**config.mk**
```make
export PLATFORM = sky130hd
export DESIGN_NAME = shapool_sequencer_flat
export DESIGN_NICKNAME = d
export VERILOG_FILES = /design/src/rtl/shapool_sequencer_if.sv /design/src/rtl/shapool_sequencer.sv /design/src/flat_wrapper.sv
export SDC_FILE = /design/constraint.sdc
export NUM_CORES = 1
export LEC_CHECK = 0
export CAP_MARGIN = 20
export CORE_ASPECT_RATIO = 2
export CORE_UTILIZATION = 61
export CTS_BUF_LIST = sky130_fd_sc_hd__clkbuf_2 sky130_fd_sc_hd__clkbuf_4 sky130_fd_sc_hd__clkbuf_8
export DETAILED_ROUTE_END_ITERATION = 10
export DONT_BUFFER_PORTS = 1
export PLACE_DENSITY = 0.77
export SYNTH_ARGS = -nofsm -noshare
export SYNTH_HDL_FRONTEND = slang
export SYNTH_SLANG_ARGS = --single-unit
```
**constraint.sdc**
```tcl
create_clock -name clk -period 3.29 [get_ports clk]
set_input_delay 0.658 -clock clk [delete_from_list [all_inputs] [get_ports clk]]
set_output_delay 0.658 -clock clk [all_outputs]
set_load 0.01 [all_outputs]
```
**src/rtl/shapool_sequencer_if.sv**
```systemverilog
// ---------------------------------------------------------------------------
// shapool_sequencer_if
//
// Signal bundle between the IO/host side and the shapool job sequencer,
// including the hash-core facing lines.
//
//   start        host -> seq  launch a job
//   halt         host -> seq  external stop
//   nonce_start  host -> seq  per-device range selector
//   core_success core -> seq  hash result meets difficulty
//   core_en      seq -> core  advance hash pipeline
//   core_clear   seq -> core  one-cycle pipeline flush
//   core_nonce   seq -> core  nonce presented to core
//   result_nonce seq -> host  winning nonce (valid when found)
//   busy/done/found/exhausted seq -> host status
//
// Modports: master = host/core side, slave = sequencer.
// ---------------------------------------------------------------------------
interface shapool_sequencer_if #(
    parameter int NONCE_START_WIDTH = 8,
    parameter int CW                = 30
) ();
    logic                         start;
    logic                         halt;
    logic [NONCE_START_WIDTH-1:0] nonce_start;
    logic                         core_success;
    logic                         core_en;
    logic                         core_clear;
    logic [CW-1:0]                core_nonce;
    logic [CW-1:0]                result_nonce;
    logic                         busy;
    logic                         done;
    logic                         found;
    logic                         exhausted;

    modport master (
        output start, halt, nonce_start, core_success,
        input  core_en, core_clear, core_nonce, result_nonce,
               busy, done, found, exhausted
    );

    modport slave (
        input  start, halt, nonce_start, core_success,
        output core_en, core_clear, core_nonce, result_nonce,
               busy, done, found, exhausted
    );
endinterface

```
**src/rtl/shapool_sequencer.sv**
```systemverilog
// ---------------------------------------------------------------------------
// shapool_sequencer
//
// Job sequencer for the shapool hash core. On start it flushes the pipeline,
// issues this device's nonce range one nonce per cycle, ignores results until
// the pipeline has filled, then tracks which nonce each core_success belongs
// to. Stops on success, range exhaustion or external halt and reports the
// exact winning nonce.
//
// Ports:
//   clk      clock
//   reset_n  synchronous, active-low reset
//   bus      shapool_sequencer_if.slave (job control, core lines, status)
// ---------------------------------------------------------------------------
module shapool_sequencer #(
    parameter int NONCE_WIDTH       = 32,
    parameter int POOL_SIZE_LOG2    = 2,
    parameter int NONCE_START_WIDTH = 8,
    parameter int PIPE_LATENCY      = 128
) (
    input  logic                   clk,
    input  logic                   reset_n,
    shapool_sequencer_if.slave     bus
);
    localparam int CW = NONCE_WIDTH - POOL_SIZE_LOG2;
    localparam int LW = CW - NONCE_START_WIDTH;
    localparam int FW = $clog2(PIPE_LATENCY + 1);

    typedef enum logic [2:0] {
        IDLE,
        LOAD,
        FILL,
        RUN,
        FOUND,
        EXHAUSTED,
        HALTED
    } state_t;

    state_t        state_reg,  state_next;
    logic [CW-1:0] issue_reg,  issue_next;
    logic [CW-1:0] check_reg,  check_next;
    logic [FW-1:0] fill_reg,   fill_next;
    logic [CW-1:0] result_reg, result_next;

    logic [CW-1:0] load_base;
    logic [CW-1:0] issue_inc;
    logic [CW-1:0] run_base;

    assign load_base = {bus.nonce_start, {LW{1'b0}}};

    // Issue counter holds on the last nonce of the range so the core never
    // sees a neighbouring device's nonces.
    assign issue_inc = (&issue_reg[LW-1:0]) ? issue_reg : issue_reg + 1'b1;

    // The issue counter never leaves the range, so its upper field is the
    // range selector captured in LOAD; no separate base register is needed.
    assign run_base = {issue_reg[CW-1:LW], {LW{1'b0}}};

    always_ff @(posedge clk) begin
        if (!reset_n) begin
            state_reg  <= IDLE;
            issue_reg  <= '0;
            check_reg  <= '0;
            fill_reg   <= '0;
            result_reg <= '0;
        end else begin
            state_reg  <= state_next;
            issue_reg  <= issue_next;
            check_reg  <= check_next;
            fill_reg   <= fill_next;
            result_reg <= result_next;
        end
    end

    always_comb begin
        state_next  = state_reg;
        issue_next  = issue_reg;
        check_next  = check_reg;
        fill_next   = fill_reg;
        result_next = result_reg;

        case (state_reg)
            IDLE: begin
                if (bus.start) begin
                    state_next  = LOAD;
                    result_next = '0;
                end
            end
            LOAD: begin
                issue_next = load_base;
                fill_next  = '0;
                state_next = FILL;
            end
            FILL: begin
                issue_next = issue_inc;
                fill_next  = fill_reg + 1'b1;
                if (bus.halt) begin
                    state_next = HALTED;
                end else if (fill_reg == FW'(PIPE_LATENCY - 1)) begin
                    state_next = RUN;
                    check_next = run_base;
                end
            end
            RUN: begin
                issue_next = issue_inc;
                check_next = check_reg + 1'b1;
                // Success outranks halt and exhaustion: a hit on the last
                // nonce still reports FOUND.
                if (bus.core_success) begin
                    state_next  = FOUND;
                    result_next = check_reg;
                end else if (bus.halt) begin
                    state_next = HALTED;
                end else if (&check_reg[LW-1:0]) begin
                    state_next = EXHAUSTED;
                end
            end
            FOUND, EXHAUSTED, HALTED: begin
                if (bus.start) begin
                    state_next  = LOAD;
                    result_next = '0;
                end
            end
            default: begin
                state_next = IDLE;
            end
        endcase
    end

    // All outputs are decoded from registered state/counters only.
    assign bus.core_en      = (state_reg == FILL) || (state_reg == RUN);
    assign bus.core_clear   = (state_reg == LOAD);
    assign bus.core_nonce   = issue_reg;
    assign bus.result_nonce = result_reg;
    assign bus.busy         = (state_reg == LOAD) || (state_reg == FILL) ||
                              (state_reg == RUN);
    assign bus.done         = (state_reg == FOUND) || (state_reg == EXHAUSTED) ||
                              (state_reg == HALTED);
    assign bus.found        = (state_reg == FOUND);
    assign bus.exhausted    = (state_reg == EXHAUSTED);

endmodule

```
**src/flat_wrapper.sv**
```systemverilog
// flat-port wrapper written by rule: the top's interface ports become plain ports
module shapool_sequencer_flat 
#(
    parameter int NONCE_WIDTH       = 32,
    parameter int POOL_SIZE_LOG2    = 2,
    parameter int NONCE_START_WIDTH = 8,
    parameter int PIPE_LATENCY      = 128
)
  (clk, reset_n, bus_start, bus_halt, bus_nonce_start, bus_core_success, bus_core_en, bus_core_clear, bus_core_nonce, bus_result_nonce, bus_busy, bus_done, bus_found, bus_exhausted);
  shapool_sequencer_if #(.NONCE_START_WIDTH(NONCE_START_WIDTH), .CW((NONCE_WIDTH - POOL_SIZE_LOG2))) bus_i ();
  input  logic clk;
  input  logic reset_n;
  input wire logic [$bits(bus_i.start)-1:0] bus_start;
  input wire logic [$bits(bus_i.halt)-1:0] bus_halt;
  input wire logic [$bits(bus_i.nonce_start)-1:0] bus_nonce_start;
  input wire logic [$bits(bus_i.core_success)-1:0] bus_core_success;
  output wire logic [$bits(bus_i.core_en)-1:0] bus_core_en;
  output wire logic [$bits(bus_i.core_clear)-1:0] bus_core_clear;
  output wire logic [$bits(bus_i.core_nonce)-1:0] bus_core_nonce;
  output wire logic [$bits(bus_i.result_nonce)-1:0] bus_result_nonce;
  output wire logic [$bits(bus_i.busy)-1:0] bus_busy;
  output wire logic [$bits(bus_i.done)-1:0] bus_done;
  output wire logic [$bits(bus_i.found)-1:0] bus_found;
  output wire logic [$bits(bus_i.exhausted)-1:0] bus_exhausted;
  assign bus_i.start = bus_start;
  assign bus_i.halt = bus_halt;
  assign bus_i.nonce_start = bus_nonce_start;
  assign bus_i.core_success = bus_core_success;
  assign bus_core_en = bus_i.core_en;
  assign bus_core_clear = bus_i.core_clear;
  assign bus_core_nonce = bus_i.core_nonce;
  assign bus_result_nonce = bus_i.result_nonce;
  assign bus_busy = bus_i.busy;
  assign bus_done = bus_i.done;
  assign bus_found = bus_i.found;
  assign bus_exhausted = bus_i.exhausted;
  shapool_sequencer #(.NONCE_WIDTH(NONCE_WIDTH), .POOL_SIZE_LOG2(POOL_SIZE_LOG2), .NONCE_START_WIDTH(NONCE_START_WIDTH), .PIPE_LATENCY(PIPE_LATENCY)) u_core (.clk(clk), .reset_n(reset_n), .bus(bus_i));
endmodule
```
# After elaboration in Yosys (flattened, before gate mapping)
# Cells that the tools add are included.
[totals]
reg_bits = 101
latch_bits = 0
mem_bits_rw = 0
rom_bits = 0
in_bits = 13
out_inout_bits = 66
wordCells = 56
memories = 0
[classes]
add_sub_neg = 3
n_mul = 0
div_mod_pow = 0
order_cmp = 0
eq_ne = 14
n_shift = 0
mux = 16
bitwise_logic = 0
n_reduce_logical = 18
[op_table]
columns = ["operator", "count"]
rows = [
  ["case mux 30 bit (2 select lines)", 3],
  ["2-to-1 mux 30 bit", 5],
  ["adder 30 x 1 -> 30 bit, second input constant", 2],
  ["AND reduction 22 bit", 2],
  ["2-to-1 mux 3 bit", 6],
  ["case mux 8 bit (2 select lines)", 1],
  ["case mux 3 bit (4 select lines)", 1],
  ["equality test 3 bit, second input constant", 3],
  ["AND reduction 3 bit", 3],
  ["adder 8 x 1 -> 8 bit, second input constant", 1],
  ["equality test 8 x 7 -> 1 bit, second input constant", 1],
  ["nonzero test 2 bit", 4],
  ["equality test 3 x 2 -> 1 bit, second input constant", 2],
  ["!= test 2 bit, second input constant", 3],
  ["logical OR 1 bit", 5],
  ["!= test 2 x 1 -> 1 bit, second input constant", 2],
  ["!= test 4 x 3 -> 1 bit, second input constant", 1],
  ["OR reduction 4 bit", 1],
  ["equality test 3 x 1 -> 1 bit, second input constant", 1],
  ["logical NOT 3 bit", 1],
  ["!= test 3 x 2 -> 1 bit, second input constant", 1],
  ["AND reduction 2 bit", 1],
  ["OR reduction 2 bit", 1],
]

# Depth between registers and ports, before layout
# Gate-level depths: netlist of run 1.
[logic_depth]
word_depth = 5
depth_mapped = 8
depth_no_buf = 6

# Worst setup path after synthesis of run 1
# OpenSTA, ideal clock, no wires.
[synth_timing]
path_type = "input to register"
startpoint = "input bus_halt"
endpoint = "register u_core.check_reg[17]"
setup_ns = 0.072
arrival_time_ns = 2.263
t_required_ns = 3.218
path_slack_ns = 0.955
path_stages = 6
path_buffers = 1
cell_sequence = "nor4bb_1 > a21oi_1 > or4_1 > buf_2 > or3_1 > a21oi_1"
[synth_between]
elab_chain_cells = 2
[synth_rtl]
columns = ["item", "line", "text"]
rows = [
  ["start: declaration", "flat_wrapper.sv:14", "input wire logic [$bits(bus_i.halt)-1:0] bus_halt;"],
  ["!= test 2 bit (no line)", "--", ""],
  ["AND reduction 3 bit (no line)", "--", ""],
  ["end signal: assignment", "shapool_sequencer.sv:69", "check_reg <= check_next;"],
  ["end: declaration", "shapool_sequencer.sv:41", "logic [CW-1:0] check_reg, check_next;"],
]
# No other way between the ends.
# A chain may end at the register's enable or synchronous reset.

# Worst setup path after layout of run 1
[layout_timing]
startpoint = "register u_core.state_reg[0]"
endpoint = "output bus_core_clear"
[layout_between]
elab_chain_cells = 1
[layout_rtl]
columns = ["item", "line", "text"]
rows = [
  ["start: declaration", "shapool_sequencer.sv:39", "state_t state_reg, state_next;"],
  ["start signal: assignment", "shapool_sequencer.sv:67", "state_reg <= state_next;"],
  ["equality test 3 x 1 -> 1 bit", "shapool_sequencer.sv:132", "assign bus.core_clear = (state_reg == LOAD);"],
  ["end: declaration", "flat_wrapper.sv:18", "output wire logic [$bits(bus_i.core_clear)-1:0] bus_core_clear;"],
]
# No other way between the ends.

==> reports/metrics.csv, run 1 <==
stage;metric;value;unit
critical_path;timing.reg2reg.setup_slack;0.84;ns
place;hpwl;9990;um
global_routing;antenna_found_initial;0;
logic_synthesis;postSynthAreaPerCell;7.80;um2
detailed_routing;wl;13400;um
global_routing;grt_overflow;0;
final_layout;fin_area;5170;um2
logic_synthesis;synthTopCellsByArea;dfxtp_1, a21oi_1, nand2_1;
logic_synthesis;ys_top_cells_by_count;dfxtp_1, nand2_1, a21oi_1;
place;portBuffers;0;
pwr;internal_power;1.82;mW
floorplan;fp.dieW;65.6;um
timing;fin_skew;0.00925;ns
pwr;p_leak;1.62;nW
clock_network;cts_sinks;101;
logic_synthesis;post-synth-top-count-cell;dfxtp_1;
global_routing;grt_pass1_wl;21300;um
critical_path;slowest_stage;dfxtp_1;
critical_path;critPathMaxStageDelay;0.65;ns
floorplan;core;7890;um2
logic_synthesis;ys_seq_elements;101;
timing;timing.fmax;0.395;GHz
detailed_routing;viasPerCell;6.68;
place;placed_cells;700;
detailed_routing;dr.pass1.iters;5;
detailed_routing;vias;4775;
critical_path;cp_data_arrival_time;1.88;ns
timing;rsz0062_at_grt;no;
timing;fin_crit_sh;77.0;%
logic_synthesis;synth.distinct_cells;70;
critical_path;crit_path_max_fanout;17;
timing;max-slew-margin-rel;48.5;%
final_layout;fin_util;65.6;%
timing;worst_pin_slew;0.763;ns
global_routing;grt_pass1_vias;4449;
place;gp_congestion;0.894;
critical_path;start_kind;flop;
clock_network;clk_latency;0.37;ns
logic_synthesis;syn_inst;632;
clock_network;numCtsBuffers;9;
timing;tns;0;ns
logic_synthesis;synth_top_cell_by_area;dfxtp_1;
final_layout;layout-drive-gt1-share;6.79;%
critical_path;reg2reg_from;u_core.fill_reg[0];
final_layout;diodes;0;
critical_path;cp_num_buf_inv;2;
timing;whs;0.415;ns
run;cap_violations;0;
critical_path;end_kind;output pin;
timing;setup_viol;0;
logic_synthesis;syn_nets;648;
final_layout;area_growth;4.87;%
outcome;outcome;finished clean;
logic_synthesis;synthArstFlopShare;0;%
floorplan;fp.dieArea;8470;um2
pwr;ir_worst_vdd;0.000472;V
floorplan;initial_core_util;62.5;%
clock_network;post_cts_buffers;0;
clock_network;cts_root_buf;clkbuf_8;
detailed_routing;drtAntennaViolNets;0;
pwr;power_frac_clock;23.3;%
logic_synthesis;synth_top_area_share;41.0;%
final_layout;fillers;711;
logic_synthesis;yosysWarnings;0;
critical_path;startpoint;u_core.state_reg[0];
clock_network;cts_tree;yes;
clock_network;cts.clk_slew.worst_paths;0.10;ns
logic_synthesis;synth_edf_count;0;
pwr;p_total;3.05;mW
critical_path;required;2.63;ns
clock_network;ctsHoldBuffers;0;
final_layout;instances_no_fill;715;
global_routing;track_usage;32.3;%
detailed_routing;wl_per_cell;18.8;um
floorplan;rows;46;
floorplan;ios;79;
pwr;combPwrFrac;29.7;%
pwr;seq_power_share;47.0;%
timing;slew_violations;0;
final_layout;num-nets-final;631;
timing;finalWorstPathRequiredPeriod;2.53;ns
detailed_routing;drc_errors;0;
clock_network;clk_path_buf_depth;2;
critical_path;crit_end;bus_core_clear;
logic_synthesis;ys_seq_area_share;41.0;%
place;dp_slack;0.819;ns
critical_path;critPathTopFamily;flip-flops;
floorplan;fp.dieH;129;um
final_layout;seqCellArea;2020;um2
final_layout;multiInputGateArea;2710;um2
critical_path;regToRegEndpoint;u_core.check_reg[19];
clock_network;htreeDepth;3;
detailed_routing;drt_iter0_drc;281;
pwr;swShare;40.2;%
critical_path;path_class;reg -> out;
timing;finalWorstSetupSlack;0.756;ns
timing;hold_violations;0;
critical_path;reg2reg_depth;7;
critical_path;path_cells;or3b_1 > inv_1 > buf_4;
min_path;min_path_type;in -> reg;
logic_synthesis;synth.cell_area;4930;um2
clock_network;cts-resized-gates;0;
critical_path;crit_cells;3;
global_routing;grt_max_degree;31;
pwr;switchingPower;1.22;mW
pwr;p_per_area;589;nW/um2
place;placed_area;5000;um2
logic_synthesis;ys.flop_type;dfxtp_1;
[worst min-delay path by stage]
stage | start | to | slack, ns | cells after the start
after detailed placement | u_core.check_reg[29] | u_core.bus.result_nonce[29] | 0.48 | 2
after CTS | reset_n | u_core.state_reg[0] | 0.40 | 1
after global routing | reset_n | u_core.state_reg[0] | 0.41 | 1
final | bus_nonce_start[6] | u_core.bus.core_nonce[28] | 0.41 | 2
after global placement | u_core.bus.result_nonce[13] | u_core.bus.result_nonce[13] | 0.48 | 2
after floorplan | u_core.check_reg[29] | u_core.bus.result_nonce[29] | 0.46 | 2
[placed cells by master (no fill, tap or decap), types with 3 or more instances in the layout]
cell      instances
o211ai_1          7
a31oi_1          12
o31ai_1           5
and4_1            8
o22ai_1           3
nand4_1          23
nand2_1          92
nor4_1            9
buf_4            14
o41ai_1           3
o21ai_0          32
nor3_1           13
a21oi_1          73
inv_1            10
ha_1              3
or4_1            10
and3_1            6
xnor2_1           8
and2_1            3
or3_1            13
xor2_1            4
nand3_1          55
nor3b_1           4
nor2_1           35
dfxtp_1         101
clkbuf_8         10
a41oi_1           3
[area by class of cell]
cell class                 count  area share, %
sequential                   101           39.1
clock buffer                  11           2.81
clock inverter                 4          0.484
multi-input combinational    477           52.4
timing repair buffer          14           2.03
inverter                      12          0.871
tap                           96           2.32
[power by group through the flow]
stage	Combinational, mW	Clock (mW)	Sequential, mW
after global routing	0.989	0.764	1.45
after detailed placement	0.889	0	1.46
after global placement	0.874	0	1.46
after floorplan	0.687	0	1.38
after CTS	0.892	0.720	1.43
final	0.905	0.710	1.43
[layer usage]
| metal | vias up | global-route usage [%] | routed length (um) |
|---|---|---|---|
| li1 | 2302 | - | - |
| met1 | 2278 | 31.7 | 4880 |
| met2 | 153 | 60.5 | 7380 |
| met3 | 42 | 6.25 | 595 |
| met4 | 0 | 19.2 | 568 |
| met5 | - | 0 | 0 |
[cell families (layout without fill, tap and decap cells)]
group | count (synthesis) | in the layout | share of synthesized area, %
compound gates | 168 | 168 | 20.8
simple gates | 291 | 291 | 30.4
xor+xnor | 12 | 12 | 2.13
flops | 101 | 101 | 41.0
fa+ha+maj | 3 | 3 | 0.762
buf+inv | 54 | 41 | 4.21
mux | 3 | 3 | 0.635
No activity file was read; power rests on OpenSTA's default activity.
==> run 2, diff against run 1 <==
ABC_AREA = 1   (was not set)
clock period = 2.54 ns   (was 3.29 ns; I/O delays follow)
==> run 2 against run 1 <==
Net effect: utilization fell by 0.13 points; first-iteration DRC count rose by 20%; synthesized cell count rose by 50%; global-route usage rose by 1.1 points; the flow now finishes with violations (design-rule violations).
==> reports/metrics.csv, run 2 <==
stage;metric;value;unit;change
critical_path;timing.reg2reg.setup_slack;0.30;ns;was 0.84 ns
critical_path;end_kind;flop;;was output pin
detailed_routing;dr.pass1.iters;8;;was 5
logic_synthesis;synth.cell_area;5810;um2;was 4930 um2
clock_network;htreeDepth;3;;unchanged
clock_network;cts_root_buf;clkbuf_8;;unchanged
logic_synthesis;synth.distinct_cells;37;;was 70
global_routing;grt_pass1_vias;5727;;was 4449
detailed_routing;wl_per_cell;15.3;um;was 18.8 um
clock_network;cts.clk_slew.worst_paths;0.10;ns;about the same
timing;finalWorstPathRequiredPeriod;2.24;ns;
critical_path;reg2reg_from;u_core.bus.core_nonce[0];;was u_core.fill_reg[0]
final_layout;fin_area;6100;um2;was 5170 um2
detailed_routing;drtAntennaViolNets;0;;unchanged
global_routing;grt_pass1_wl;26100;um;was 21300 um
timing;timing.fmax;0.446;GHz;
final_layout;final_cell_mix;nand2_1, nor2_1, dfxtp_1;;was dfxtp_1, nand2_1, a21oi_1
timing;worst_pin_slew;0.612;ns;was 0.763 ns
critical_path;crit_path_max_fanout;29;;was 17
detailed_routing;drt_iter0_drc;337;;was 281
final_layout;layout-drive-gt1-share;8.19;%;was 6.79%
clock_network;cts-resized-gates;0;;unchanged
logic_synthesis;synthTopCellsByArea;dfxtp_1, nand2_1, nor2_1;;was dfxtp_1, a21oi_1, nand2_1
logic_synthesis;syn_nets;966;;was 648
clock_network;post_cts_buffers;0;;unchanged
floorplan;core;9320;um2;was 7890 um2
final_layout;area_growth;4.97;%;was 4.87%
clock_network;cts_sinks;101;;unchanged
clock_network;clk_path_buf_depth;2;;unchanged
floorplan;ios;79;;unchanged
run;cap_violations;0;;unchanged
place;gp_congestion;0.966;;was 0.894
logic_synthesis;synth_top_area_share;34.8;%;was 41.0%
min_path;min_path_type;in -> reg;;unchanged
place;portBuffers;0;;unchanged
timing;whs;0.259;ns;was 0.415 ns
logic_synthesis;post-synth-top-count-cell;nand2_1;;was dfxtp_1
critical_path;regToRegEndpoint;u_core.bus.core_nonce[17];;was u_core.check_reg[19]
place;dp_slack;0.308;ns;was 0.819 ns
pwr;p_per_area;797;nW/um2;was 589 nW/um2
timing;tns;0;ns;unchanged
floorplan;initial_core_util;62.3;%;was 62.5%
timing;finalWorstSetupSlack;0.299;ns;was 0.756 ns
timing;setup_viol;0;;unchanged
global_routing;grt_overflow;0;;unchanged
critical_path;cp_data_arrival_time;2.51;ns;was 1.88 ns
critical_path;slowest_stage;nand2_2;;was dfxtp_1
floorplan;fp.dieW;71.0;um;was 65.6 um
pwr;p_total;4.86;mW;was 3.05 mW
detailed_routing;viasPerCell;5.69;;was 6.68
detailed_routing;vias;6012;;was 4775
clock_network;cts_tree;yes;;unchanged
global_routing;antenna_found_initial;0;;unchanged
min_path;min_from;reset_n;;was bus_nonce_start[6]
floorplan;fp.dieArea;9940;um2;was 8470 um2
logic_synthesis;syn_inst;950;;was 632
timing;slew_violations;0;;unchanged
place;placed_area;5900;um2;was 5000 um2
logic_synthesis;ys.flop_type;dfxtp_1;;unchanged
final_layout;fin_util;65.4;%;was 65.6%
floorplan;fp.dieH;140;um;was 129 um
critical_path;path_cells;ha_1 > nand2_1 > nor2_2 > nand2_2 > nor2_4 > nand2_2 > nand2_4 > nand2_2 > o21ai_0 > nor2_1;;was or3b_1 > inv_1 > buf_4
global_routing;grt_max_degree;61;;was 31
detailed_routing;wl;16200;um;was 13400 um
critical_path;path_common_cell;nand2_2;;
logic_synthesis;ys_seq_elements;101;;unchanged
place;hpwl;12300;um;was 9990 um
min_path;min_path_cells;2;;unchanged
global_routing;track_usage;33.4;%;was 32.3%
timing;fin_crit_sh;88.2;%;
final_layout;diodes;0;;unchanged
timing;rsz0062_at_grt;no;;unchanged
final_layout;final_common_cell;nand2_1;;was dfxtp_1
critical_path;reg2reg_depth;10;;was 7
min_path;worst_hold_path.endpoint;u_core.bus.core_nonce[4];;was u_core.bus.core_nonce[28]
timing;max-slew-margin-rel;59.0;%;was 48.5%
pwr;p_leak;2.23;nW;was 1.62 nW
timing;hold_violations;0;;unchanged
final_layout;num-nets-final;963;;was 631
logic_synthesis;synth_edf_count;0;;unchanged
critical_path;required;2.81;ns;was 2.63 ns
floorplan;rows;50;;was 46
logic_synthesis;synth_top_cell_by_area;dfxtp_1;;unchanged
logic_synthesis;postSynthAreaPerCell;6.12;um2;was 7.80 um2
logic_synthesis;ys_seq_area_share;34.8;%;was 41.0%
critical_path;start_kind;flop;;unchanged
logic_synthesis;synthArstFlopShare;0;%;unchanged
timing;fin_skew;0.00740;ns;was 0.00925 ns
clock_network;numCtsBuffers;9;;unchanged
clock_network;ctsHoldBuffers;0;;unchanged
critical_path;path_class;reg -> reg;;was reg -> out
place;placed_cells;1040;;was 700
pwr;ir_worst_vdd;0.000730;V;was 0.000472 V
final_layout;instances_no_fill;1056;;was 715
outcome;outcome;finished, violations left;;was finished clean
detailed_routing;drc_errors;4;;was 0
critical_path;critPathMaxStageDelay;0.38;ns;was 0.65 ns
logic_synthesis;yosysWarnings;0;;unchanged
outcome;violations;design-rule violations;;
logic_synthesis;ys_top_cells_by_count;nand2_1, nor2_1, dfxtp_1;;was dfxtp_1, nand2_1, a21oi_1
clock_network;clk_latency;0.37;ns;about the same
==> run 2: cell families (layout without fill, tap and decap cells) <==
logic type	after synthesis	after routing	synth area share, %
simple gates	613	613	44.3
fa+ha+maj	3	3	0.646
compound gates	125	125	12.0
xor+xnor	2	2	0.302
buf+inv	106	108	7.90
flops	101	101	34.8
==> run 2: how the worst max path moves through the flow <==
stage | start | to | cells after the start
6_report | u_core.bus.core_nonce[0] | u_core.bus.core_nonce[17] | 10
5_1_grt | u_core.state_reg[1] | u_core.bus.result_nonce[22] | 9
4_1_cts | u_core.bus.core_nonce[0] | u_core.bus.core_nonce[17] | 10
3_5_place_dp | u_core.bus.core_nonce[0] | u_core.bus.core_nonce[17] | 10
3_3_place_gp | u_core.bus.core_nonce[0] | u_core.bus.core_nonce[19] | 10
2_1_floorplan | u_core.bus.core_nonce[0] | u_core.bus.core_nonce[4] | 12
==> run 2: metal layers <==
metal  vias to the layer above  wire, um  share of wire [%]  track usage [%]
met1                      2760      5490                 34             30.1
met2                       183      8960                 55             64.1
met4                         0       959                5.9             23.1
li1                       3006         -                  -                -
met3                        63       745                4.6             6.62
met5                         -         0                  0                0
==> run 2: power by group <==
group          internal, mW  leakage [nW]  switching (mW)  total [mW]
registers              1.71         0.816           0.246        1.95
clock network         0.480        0.0968           0.565        1.04
logic                 0.481          1.32            1.38        1.86
total                  2.67          2.23            2.19        4.86
==> run 2: cell type report <==
class / count / area [um2]
inverters: 74 / 280
flip-flops and latches: 101 / 2020
multi-input cells: 743 / 3330
clock buffers: 11 / 139
fillers: 944 / 3220
repair buffers: 18 / 135
clock inverters: 5 / 58.8
well taps: 104 / 130
==> run 2: worst max-delay path, delay by kind of cell (launching register included) <==
family                     cells  cell delay, ns
and+or+nand+nor                8            1.26
DFF                            1            0.35
AOI/OAI and AO/OA              1            0.32
adders and majority gates      1            0.21
==> run 3, diff against run 2 <==
CORE_UTILIZATION = 40   (was 61)
PLACE_DENSITY = 0.64   (was 0.77)
==> run 3 against run 2 <==
Net effect: the run now ends clean; via count shrank 1.8%; final cell count grew 8.9%; sequential cell count is the same; sequential power is essentially flat; register-to-register slack lost 0.07 ns; critical path depth is the same; hold slack gained 0.00078 ns; setup slack lost 0.073 ns; first-iteration DRC count shrank 41%; highest routed layer is now met5.
==> reports/metrics.csv, run 3 (same netlist as run 2, synthesis figures left out) <==
stage;metric;value;unit;change
timing;fin_skew;0.00939;ns;was 0.00740 ns
final_layout;final_common_cell;nand2_1;;unchanged
min_path;worst_hold_path.endpoint;u_core.bus.core_nonce[3];;was u_core.bus.core_nonce[4]
timing;hold_violations;0;;unchanged
global_routing;grt_max_degree;61;;unchanged
pwr;internal_power;2.66;mW;was 2.67 mW
min_path;min_path_type;in -> reg;;unchanged
clock_network;cts-resized-gates;0;;unchanged
critical_path;path_cells;ha_1 > nand2_1 > nor2_2 > nand2_2 > nor2_4 > nand2_2 > nand2_4 > nand2_2 > o21ai_0 > nor2_1;;unchanged
critical_path;crit_path_max_fanout;29;;unchanged
global_routing;grt_overflow;0;;unchanged
clock_network;post_cts_buffers;0;;unchanged
critical_path;critPathMaxStageDelay;0.36;ns;was 0.38 ns
pwr;power_frac_clock;21.0;%;was 21.5%
final_layout;num-nets-final;969;;was 963
critical_path;cp_data_arrival_time;2.60;ns;was 2.51 ns
global_routing;antenna_found_initial;1;;was 0
clock_network;cts.clk_slew.worst_paths;0.11;ns;was 0.10 ns
outcome;outcome;finished clean;;was finished, violations left
timing;rsz0062_at_grt;no;;unchanged
timing;max-slew-margin-rel;51.6;%;was 59.0%
critical_path;reg2reg_from;u_core.bus.core_nonce[0];;unchanged
critical_path;slowest_stage;nand2_2;;unchanged
global_routing;track_usage;24.3;%;was 33.4%
floorplan;core;14300;um2;was 9320 um2
timing;finalWorstPathRequiredPeriod;2.31;ns;was 2.24 ns
critical_path;reg2reg_depth;10;;unchanged
floorplan;ios;79;;unchanged
clock_network;cts_root_buf;clkbuf_8;;unchanged
detailed_routing;dr.pass1.iters;4;;was 8
timing;slew_violations;0;;unchanged
place;dp_slack;0.236;ns;was 0.308 ns
clock_network;numCtsBuffers;9;;unchanged
pwr;switchingPower;2.29;mW;was 2.19 mW
global_routing;grt_pass1_wl;27600;um;was 26100 um
detailed_routing;drtAntennaViolNets;0;;unchanged
clock_network;clk_latency;0.38;ns;was 0.37 ns
timing;worst_pin_slew;0.720;ns;was 0.612 ns
floorplan;fp.dieArea;15000;um2;was 9940 um2
critical_path;cp_num_buf_inv;0;;unchanged
pwr;p_per_area;791;nW/um2;was 797 nW/um2
pwr;p_leak;2.27;nW;was 2.23 nW
timing;fin_crit_sh;91.1;%;was 88.2%
detailed_routing;vias;5902;;was 6012
place;hpwl;13300;um;was 12300 um
final_layout;layout-drive-gt1-share;8.77;%;was 8.19%
clock_network;cts_tree;yes;;unchanged
detailed_routing;drt_iter0_drc;200;;was 337
critical_path;path_common_cell;nand2_2;;unchanged
final_layout;area_growth;7.80;%;was 4.97%
critical_path;start_kind;flop;;unchanged
final_layout;final_cell_mix;nand2_1, nor2_1, dfxtp_1;;unchanged
clock_network;clk_path_buf_depth;2;;unchanged
min_path;min_from;reset_n;;unchanged
pwr;seq_power_share;39.5;%;was 40.2%
run;cap_violations;0;;unchanged
detailed_routing;wl;17400;um;was 16200 um
pwr;combPwrFrac;39.5;%;was 38.3%
global_routing;grt_pass1_vias;5612;;was 5727
place;gp_congestion;0.936;;was 0.966
floorplan;initial_core_util;40.7;%;was 62.3%
pwr;swShare;46.3;%;was 45.1%
timing;tns;0;ns;unchanged
final_layout;diodes;0;;unchanged
pwr;ir_worst_vdd;0.000474;V;was 0.000730 V
critical_path;end_kind;flop;;unchanged
detailed_routing;viasPerCell;5.13;;was 5.69
clock_network;htreeDepth;3;;unchanged
detailed_routing;drc_errors;0;;was 4
timing;setup_viol;0;;unchanged
critical_path;critPathTopFamily;simple AND/OR/NAND/NOR gates;;unchanged
place;portBuffers;0;;unchanged
critical_path;timing.reg2reg.setup_slack;0.23;ns;was 0.30 ns
clock_network;ctsHoldBuffers;0;;unchanged
timing;timing.fmax;0.432;GHz;was 0.446 GHz
floorplan;fp.dieH;172;um;was 140 um
timing;finalWorstSetupSlack;0.226;ns;was 0.299 ns
critical_path;regToRegEndpoint;u_core.bus.core_nonce[22];;was u_core.bus.core_nonce[17]
clock_network;cts_sinks;101;;unchanged
critical_path;required;2.82;ns;was 2.81 ns
min_path;min_path_cells;2;;unchanged
floorplan;fp.dieW;87.2;um;was 71.0 um
critical_path;path_class;reg -> reg;;unchanged
detailed_routing;wl_per_cell;15.2;um;was 15.3 um
floorplan;rows;62;;was 50
## run 3: routing by layer
layer | up-vias | share of wire [%] | wire length (um) | GRT usage, %
met1 | 2675 | 34 | 5980 | 21.7
met2 | 150 | 55 | 9590 | 47.3
met5 | - | 0.092 | 16 | 0
met3 | 59 | 5.1 | 890 | 5.58
li1 | 3016 | - | - | -
met4 | 2 | 5.5 | 966 | 15.3
## run 3: worst max-delay path by stage
stage / from / end / slack [ns] / cells after the start
6_report: u_core.bus.core_nonce[0] / u_core.bus.core_nonce[22] / 0.23 / 10
3_3_place_gp: u_core.bus.core_nonce[0] / u_core.bus.core_nonce[17] / 0.28 / 10
3_5_place_dp: u_core.bus.core_nonce[0] / u_core.bus.core_nonce[22] / 0.24 / 10
5_1_grt: u_core.bus.core_nonce[1] / u_core.bus.core_nonce[22] / 0.01 / 10
4_1_cts: u_core.bus.core_nonce[0] / u_core.bus.core_nonce[22] / 0.22 / 10
2_1_floorplan: u_core.bus.core_nonce[0] / u_core.bus.core_nonce[4] / 0.67 / 12
## run 3: stage by stage
step / area [um2] / instances / hold slack (ns) / util (%) / power, mW
2_1_floorplan: 5810 / 950 / 0.442 / - / 3.49
3_3_place_gp: 6070 / 1134 / 0.461 / 42.5 / 3.96
3_5_place_dp: 6070 / 1134 / 0.464 / 42.5 / 3.98
4_1_cts: 6260 / 1150 / 0.230 / 43.9 / 5.01
5_1_grt: 6260 / 1150 / 0.233 / 43.9 / 5.31
6_report: 6260 / 1150 / 0.260 / 43.9 / 4.95
## run 3: cell type report
cell class | count | area [um2]
inverters | 74 | 280
clock inverters | 6 | 56.3
multi-input cells | 743 | 3330
fillers | 1626 | 8010
flip-flops and latches | 101 | 2020
repair buffers | 24 | 193
clock buffers | 10 | 138
well taps | 192 | 240
## run 3: power groups by stage
stage	clock, mW	sequential, mW	combinational (mW)
2_1_floorplan	0	1.93	1.55
3_3_place_gp	0	1.99	1.96
3_5_place_dp	0	2.00	1.98
4_1_cts	1.07	1.96	1.98
5_1_grt	1.13	1.98	2.20
6_report	1.04	1.96	1.96
